<file path="config.mk">
export PLATFORM = sky130hd
export DESIGN_NAME = mux4_rr_arbiter_flat
export DESIGN_NICKNAME = d
export VERILOG_FILES = /design/src/rtl/mux4_rr_arbiter_pkg.sv /design/src/rtl/mux4_rr_arbiter_if.sv /design/src/rtl/mux4_rr_arbiter_rr_pick.sv /design/src/rtl/mux4_rr_arbiter.sv /design/src/flat_wrapper.sv
export SDC_FILE = /design/constraint.sdc
export NUM_CORES = 1
export LEC_CHECK = 0
export ABC_AREA = 1
export CELL_PAD_IN_SITES_DETAIL_PLACEMENT = 0
export CELL_PAD_IN_SITES_GLOBAL_PLACEMENT = 1
export CORE_UTILIZATION = 28
export DETAILED_ROUTE_END_ITERATION = 16
export GPL_TIMING_DRIVEN = 1
export PLACE_DENSITY_LB_ADDON = 0.1
export SYNTH_ARGS = -nofsm -noshare
export SYNTH_HDL_FRONTEND = slang
export SYNTH_SLANG_ARGS = --single-unit
export TNS_END_PERCENT = 100
</file>
<file path="constraint.sdc">
create_clock -name clk -period 3.07 [get_ports clk]
set_input_delay 0.307 -clock clk [delete_from_list [all_inputs] [get_ports clk]]
set_output_delay 0.307 -clock clk [all_outputs]
set_load 0.05 [all_outputs]
</file>
<file path="src/rtl/mux4_rr_arbiter_pkg.sv">
`default_nettype none
// +------------------------------------------------------------------+
// | mux4_arb_pkg: shared types, sizes and round-robin pick function.  |
// | Rev 1.0                                                          |
// +------------------------------------------------------------------+
package mux4_arb_pkg;

  localparam int NREQ  = 4;
  localparam int IDX_W = 2;

  typedef enum logic [0:0] {
    IDLE  = 1'b0,
    GRANT = 1'b1
  } state_e;

  // Rotate so req[last+1] lands on bit 0, take the lowest set bit, undo the rotation.
  function automatic logic [IDX_W-1:0] rr_pick(input logic [NREQ-1:0]  req,
                                               input logic [IDX_W-1:0] last);
    logic [2*NREQ-1:0] dbl;
    logic [NREQ-1:0]   rot;
    logic [IDX_W-1:0]  off;
    dbl = {req, req};
    rot = dbl[(int'(last) + 1) +: NREQ];
    off = '0;
    for (int i = NREQ - 1; i >= 0; i--) begin
      if (rot[i]) off = IDX_W'(i);
    end
    return last + off + IDX_W'(1);
  endfunction

endpackage
`default_nettype wire

</file>
<file path="src/rtl/mux4_rr_arbiter_if.sv">
`default_nettype none
// +------------------------------------------------------------------+
// | mux4_rr_arbiter_if: requester side and output stream of the mux. |
// | Rev 1.0                                                          |
// +------------------------------------------------------------------+
interface mux4_rr_arbiter_if
  import mux4_arb_pkg::*;
#(
  parameter int DW = 4
);
  logic [NREQ-1:0]  req;
  logic [DW-1:0]    data_a;
  logic [DW-1:0]    data_b;
  logic [DW-1:0]    data_c;
  logic [DW-1:0]    data_d;
  logic [NREQ-1:0]  gnt;
  logic [IDX_W-1:0] sel;
  logic             out_valid;
  logic [DW-1:0]    out_data;
  logic             out_ready;

  modport slave (
    input  req, data_a, data_b, data_c, data_d, out_ready,
    output gnt, sel, out_valid, out_data
  );

  modport master (
    output req, data_a, data_b, data_c, data_d, out_ready,
    input  gnt, sel, out_valid, out_data
  );
endinterface
`default_nettype wire

</file>
<file path="src/rtl/mux4_rr_arbiter_rr_pick.sv">
`default_nettype none
// +------------------------------------------------------------------+
// | mux4_arb_rr_pick: combinational round-robin rotate + encode.     |
// | Rev 1.0                                                          |
// +------------------------------------------------------------------+
module mux4_arb_rr_pick
  import mux4_arb_pkg::*;
(
  input  logic [NREQ-1:0]  req,
  input  logic [IDX_W-1:0] last,
  output logic [IDX_W-1:0] pick,
  output logic             any
);
  assign any  = |req;
  assign pick = rr_pick(req, last);
endmodule
`default_nettype wire

</file>
<file path="src/rtl/mux4_rr_arbiter.sv">
`default_nettype none
// +------------------------------------------------------------------+
// | mux4_rr_arbiter: round-robin owner select for a shared 4:1 mux.   |
// | Optional burst cap: define MUX4_ARB_BURST_LIMIT_EN.               |
// | Rev 1.0                                                          |
// +------------------------------------------------------------------+
module mux4_rr_arbiter
  import mux4_arb_pkg::*;
#(
  parameter int DW        = 4,
  parameter int MAX_BURST = 8,
  parameter int CNT_W     = 4
) (
  input  logic              clk,
  input  logic              rst_n,
  mux4_rr_arbiter_if.slave  bus
);

  state_e           r_state, w_state_nxt;
  logic [NREQ-1:0]  r_gnt,   w_gnt_nxt;
  logic [IDX_W-1:0] r_sel,   w_sel_nxt;
  logic [IDX_W-1:0] r_last,  w_last_nxt;

  logic [IDX_W-1:0] w_pick;
  logic             w_any;
  logic             w_valid;
  logic             w_release;
  logic             w_burst_end;
  logic [DW-1:0]    w_data;

  mux4_arb_rr_pick u_pick (
    .req  (bus.req),
    .last (r_last),
    .pick (w_pick),
    .any  (w_any)
  );

  assign w_valid = |(r_gnt & bus.req);

`ifdef MUX4_ARB_BURST_LIMIT_EN
  logic [CNT_W-1:0] r_cnt, w_cnt_nxt;
  logic             w_xfer;

  assign w_xfer      = w_valid & bus.out_ready;
  assign w_burst_end = w_xfer && (r_cnt == CNT_W'(MAX_BURST - 1));

  // Held at zero while idle, so every grant starts counting from zero.
  always_comb begin
    w_cnt_nxt = r_cnt;
    if (r_state == IDLE) begin
      w_cnt_nxt = '0;
    end else if (w_xfer) begin
      w_cnt_nxt = r_cnt + CNT_W'(1);
    end
  end

  always_ff @(posedge clk) begin
    if (!rst_n) r_cnt <= '0;
    else        r_cnt <= w_cnt_nxt;
  end
`else
  logic w_unused_cfg;
  assign w_burst_end  = 1'b0;
  assign w_unused_cfg = bus.out_ready ^ (MAX_BURST != CNT_W);
`endif

  assign w_release = (r_state == GRANT) && (!bus.req[r_sel] || w_burst_end);

  always_ff @(posedge clk) begin
    if (!rst_n) begin
      r_state <= IDLE;
      r_gnt   <= '0;
      r_sel   <= '0;
      r_last  <= IDX_W'(NREQ - 1);
    end else begin
      r_state <= w_state_nxt;
      r_gnt   <= w_gnt_nxt;
      r_sel   <= w_sel_nxt;
      r_last  <= w_last_nxt;
    end
  end

  always_comb begin
    w_state_nxt = r_state;
    case (r_state)
      IDLE:    if (w_any)     w_state_nxt = GRANT;
      GRANT:   if (w_release) w_state_nxt = IDLE;
      default:                w_state_nxt = IDLE;
    endcase
  end

  // Next values of the registered outputs; release always passes through IDLE.
  always_comb begin
    w_gnt_nxt  = r_gnt;
    w_sel_nxt  = r_sel;
    w_last_nxt = r_last;
    case (r_state)
      IDLE: begin
        if (w_any) begin
          w_sel_nxt = w_pick;
          w_gnt_nxt = NREQ'(1) << w_pick;
        end
      end
      GRANT: begin
        if (w_release) begin
          w_gnt_nxt  = '0;
          w_sel_nxt  = '0;
          w_last_nxt = r_sel;
        end
      end
      default: begin
        w_gnt_nxt = '0;
        w_sel_nxt = '0;
      end
    endcase
  end

  always_comb begin
    w_data = '0;
    if (|r_gnt) begin
      case (r_sel)
        2'd0:    w_data = bus.data_a;
        2'd1:    w_data = bus.data_b;
        2'd2:    w_data = bus.data_c;
        default: w_data = bus.data_d;
      endcase
    end
  end

  assign bus.gnt       = r_gnt;
  assign bus.sel       = r_sel;
  assign bus.out_valid = w_valid;
  assign bus.out_data  = w_data;

endmodule
`default_nettype wire
</file>
<file path="src/flat_wrapper.sv">
// flat-port wrapper written by rule: the top's interface ports become plain ports
module mux4_rr_arbiter_flat import mux4_arb_pkg::*;
#(
  parameter int DW        = 4,
  parameter int MAX_BURST = 8,
  parameter int CNT_W     = 4
)
  (clk, rst_n, bus_req, bus_data_a, bus_data_b, bus_data_c, bus_data_d, bus_out_ready, bus_gnt, bus_sel, bus_out_valid, bus_out_data);
  mux4_rr_arbiter_if #(.DW(DW)) bus_i ();
  input  logic clk;
  input  logic rst_n;
  input wire logic [$bits(bus_i.req)-1:0] bus_req;
  input wire logic [$bits(bus_i.data_a)-1:0] bus_data_a;
  input wire logic [$bits(bus_i.data_b)-1:0] bus_data_b;
  input wire logic [$bits(bus_i.data_c)-1:0] bus_data_c;
  input wire logic [$bits(bus_i.data_d)-1:0] bus_data_d;
  input wire logic [$bits(bus_i.out_ready)-1:0] bus_out_ready;
  output wire logic [$bits(bus_i.gnt)-1:0] bus_gnt;
  output wire logic [$bits(bus_i.sel)-1:0] bus_sel;
  output wire logic [$bits(bus_i.out_valid)-1:0] bus_out_valid;
  output wire logic [$bits(bus_i.out_data)-1:0] bus_out_data;
  assign bus_i.req = bus_req;
  assign bus_i.data_a = bus_data_a;
  assign bus_i.data_b = bus_data_b;
  assign bus_i.data_c = bus_data_c;
  assign bus_i.data_d = bus_data_d;
  assign bus_i.out_ready = bus_out_ready;
  assign bus_gnt = bus_i.gnt;
  assign bus_sel = bus_i.sel;
  assign bus_out_valid = bus_i.out_valid;
  assign bus_out_data = bus_i.out_data;
  mux4_rr_arbiter #(.DW(DW), .MAX_BURST(MAX_BURST), .CNT_W(CNT_W)) u_core (.clk(clk), .rst_n(rst_n), .bus(bus_i));
endmodule
</file>
==> results list <==
* Area share of the largest cell type after synthesis: 23.7%
- In this run the critical register-to-register path is launched from u_core.r_last[0].
* Number of global-route vias before repair: roughly 800
- Clock tree synthesis selected as its root buffer the cell sky130_fd_sc_hd__clkbuf_4.
* Total DRC errors in the routed layout: 0
- Global routing consumed, over all layers together, 16.4% of the routing resources.
* Post-detail-place hpwl: 1.78 mm
- Data arrives at the worst endpoint at 2.16 ns.
- The number of hold violations in the final report came to 0.
- Count of clock tree sinks: 9
- The first global-routing pass estimated 3.44 mm of wire.
- TritonCTS built the clock tree.
- Once detail routing completed, the nets flagged for antenna violations numbered 0.
- Hold path startpoint: u_core.bus.gnt[0]
* Category of the most critical setup path: register to output port
* Path type of the worst min-delay path: register to register
* Main area contributors after synthesis: sky130_fd_sc_hd__dfxtp_1 24%, sky130_fd_sc_hd__nand2_1 19%, sky130_fd_sc_hd__nand3_1 11%
- Count of mapped cells out of synthesis: 126
* Number of synthesized flops with an enable pin: 0
* Worst vdd ir: 537 µV
- Wires add up to ~2.2 mm.
- Ranking of synthesized cells by instance count: 39 x sky130_fd_sc_hd__nand2_1, 16 x sky130_fd_sc_hd__nand3_1, 15 x sky130_fd_sc_hd__inv_1
- Category of the worst setup path capture point: output port
- Period utilisation layout: 80.4%
* Count of final setup violators: 0
* Initial drt markers: 7
* Layout net count: 185
* Final RePlAce weighted congestion: 0.770
* Most common flop cell mapped by yosys: sky130_fd_sc_hd__dfxtp_1
- Number of distinct library cells after synthesis: 18
- Row generation in the floorplan step produced 18 rows.
- Max-cap violations in this run came to 0.
- Largest net degree at the start of global routing: 13
* Category of the worst setup path launch point: register
* Horizontal die dimension: between 50 and 60 µm
* Placeable core region: 2520 µm²
* Setup Skew: 0.00187 ns
- In this run the post-CTS setup repair buffer count came out at 0.
* Worst rel slew slack: 63.5%
- Leakage Power: approximately 0.5 nW
- The initial antenna violation count came to 0.
- Cells resized by post-CTS repair: 0
- Before antenna repair, the detailed router went through 4 iterations.
* Worst-case clock buffer depth: 2
- Fraction of synthesis flops using an asynchronous set or reset pin: 0%
- Worst flop-to-flop path endpoint: u_core.bus.gnt[1]
- The total overflow left after global routing is 0.
- Hold Path Stages: 2
* Dpl cells: about 190
- In the final routed layout, each cell accounts on average for approximately 11 µm.
* Number of warnings issued by yosys: 0
- Layout Cell Area excl Fill: 1130 µm²
- The number of clock buffers added by TritonCTS is 3.
- Synth Net Count: 150
- The floorplan step defined a die boundary enclosing 2920 µm².
- In this run the mean area of a mapped cell was ~6 µm².
- In this run the worst path has a maximum fanout of 12.
- Compared with the post-synthesis result, the final layout area differs by 48.8%.
- STA puts the critical path data required time at about 2.8 ns.
* Pwr Density: 803 nW/µm²
- Fraction of the yosys area taken by sequential cells: 23.7%
- Final standard cell count with taps included and fillers excluded: 190
- Overall via count from detail_route: 888
- In this run, synthesis produced a sequential element count of 9.
* Timing-limited maximum frequency: 405 MHz
* Ratio of cells with drive above 1 in the final layout: 8.75%
* Die H: 54.1 µm
* Clock latency at the later pin of the worst-skew pair: 0.26 ns
- Buffers placed on the I/O ports in this run total 32.
- By instance count, the leading cell after synthesis is sky130_fd_sc_hd__nand2_1.
* Final Max Slew Viols: 0
- Accumulated negative setup slack: 0 ns
* Cts hold-fix bufs: 0
* Starting Density: 30.1%
- Measured in cells, the most critical reg-to-reg path has a length of 14.
- Post-synth design cell area: 759 µm²
- WHS Endpoint: u_core.bus.gnt[0]
- Dpl cell area: 1100 µm²
- The routed design could run at a clock period as short as 2.47 ns.
- The flow ran to the end, and the final reports show no timing, DRC or antenna violations.
- In the routed layout, each cell is associated on average with a via count of 4.67.
* Library cell with the largest summed area after synthesis: sky130_fd_sc_hd__dfxtp_1
* Top-level port count: 34
* Count of antenna diodes in the layout: 0
- The setup check on the worst reg-to-reg path leaves a slack of 1.25 ns.
- CTS built an H-tree with a depth of 1.
- Setup repair after global routing left no endpoint under its margin.
* Reg clk slew, reported paths: about 0.070 ns
- For the pin with the worst max-slew slack, the measured transition is 0.547 ns.
[worst max path at each step]
stage | startpoint | to | depth (start not counted)
global placement | bus_req[3] | bus_out_valid | 6
CTS | u_core.bus.sel[0] | bus_out_data[1] | 6
floorplan | u_core.bus.gnt[0] | bus_out_valid | 2
finish | u_core.bus.sel[0] | bus_out_data[1] | 6
global route | u_core.bus.sel[0] | bus_out_data[3] | 6
detailed placement | bus_req[3] | bus_out_valid | 6
[report_power, final]
group | switching (W) | internal, W
registers | 0.0000513 | 0.000146
logic | 0.000399 | 0.000219
clock network | 0.0000443 | 0.0000481
[metal layers]
metal | routed length, µm | track usage (%)
met4 | 15 | 5.98
met5 | 0 | 0
met1 | 1020 | 20.0
met3 | 113 | 5.08
met2 | 998 | 26.7
[cells by family after synthesis]
family	after synthesis	share of synthesized area, %
AND/OR/NAND/NOR	71	45.0
AO/OA/AOI/OAI	23	16.8
flip-flops	9	23.7
buffers and inverters	21	11.7
adder cells (fa/ha/maj)	1	1.65
XOR/XNOR	1	1.15
[through the flow]
stage	power (W)	setup slack, ns	util, %	hold WS (ns)
floorplan	0.000638	0.910	-	0.406
global placement	0.000819	0.751	43.7	0.470
detailed placement	0.000823	0.727	43.7	0.477
CTS	0.000920	0.570	44.8	0.489
global route	0.000982	0.393	44.8	0.518
finish	0.000908	0.602	44.8	0.485
[final cells by class]
type,instances,area [µm²]
Clock buffer,3,22.5
Timing Repair Buffer,32,320
Sequential cell,9,180
Fill cell,276,1390
Inverter,19,73.8
Clock inverter,1,5.00
Tap cell,30,37.5
Multi-Input combinational cell,96,490
[flip-flops by register name, summed over array words and instances (netlist names)]
register and flops:
u_core.bus.gnt 4, u_core.bus.sel 2, u_core.r_last 2, u_core.r_state 1
[critical path: stages, from the launching register on]
cell and delay, ns:
sky130_fd_sc_hd__dfxtp_1 0.48, sky130_fd_sc_hd__nor2_1 0.30, sky130_fd_sc_hd__nand2_1 0.09, sky130_fd_sc_hd__nand3_1 0.09, sky130_fd_sc_hd__o211ai_1 0.08, sky130_fd_sc_hd__inv_1 0.06, sky130_fd_sc_hd__clkdlybuf4s50_1 0.79
[cell usage in the layout, fill, tap and decap left out]
master / netlist / routed
sky130_fd_sc_hd__xnor2_1: 1 / 1
sky130_fd_sc_hd__nor2_8: 2 / 2
sky130_fd_sc_hd__o21ai_0: 9 / 9
sky130_fd_sc_hd__dfxtp_1: 9 / 9
sky130_fd_sc_hd__inv_4: 1 / 1
sky130_fd_sc_hd__inv_2: 2 / 2
sky130_fd_sc_hd__clkinv_2: 0 / 1
sky130_fd_sc_hd__inv_1: 15 / 15
sky130_fd_sc_hd__nand3_1: 16 / 16
sky130_fd_sc_hd__clkdlybuf4s50_1: 0 / 32
sky130_fd_sc_hd__a21oi_1: 9 / 9
sky130_fd_sc_hd__nor2_1: 8 / 8
sky130_fd_sc_hd__ha_1: 1 / 1
sky130_fd_sc_hd__nand2_1: 39 / 39
sky130_fd_sc_hd__nand2_2: 3 / 3
sky130_fd_sc_hd__o211ai_1: 5 / 5
sky130_fd_sc_hd__nand4_1: 1 / 1
sky130_fd_sc_hd__clkbuf_4: 0 / 3
sky130_fd_sc_hd__clkinv_1: 1 / 1
sky130_fd_sc_hd__nand3_2: 2 / 2
Note: power is estimated with default switching activity, not from simulation.
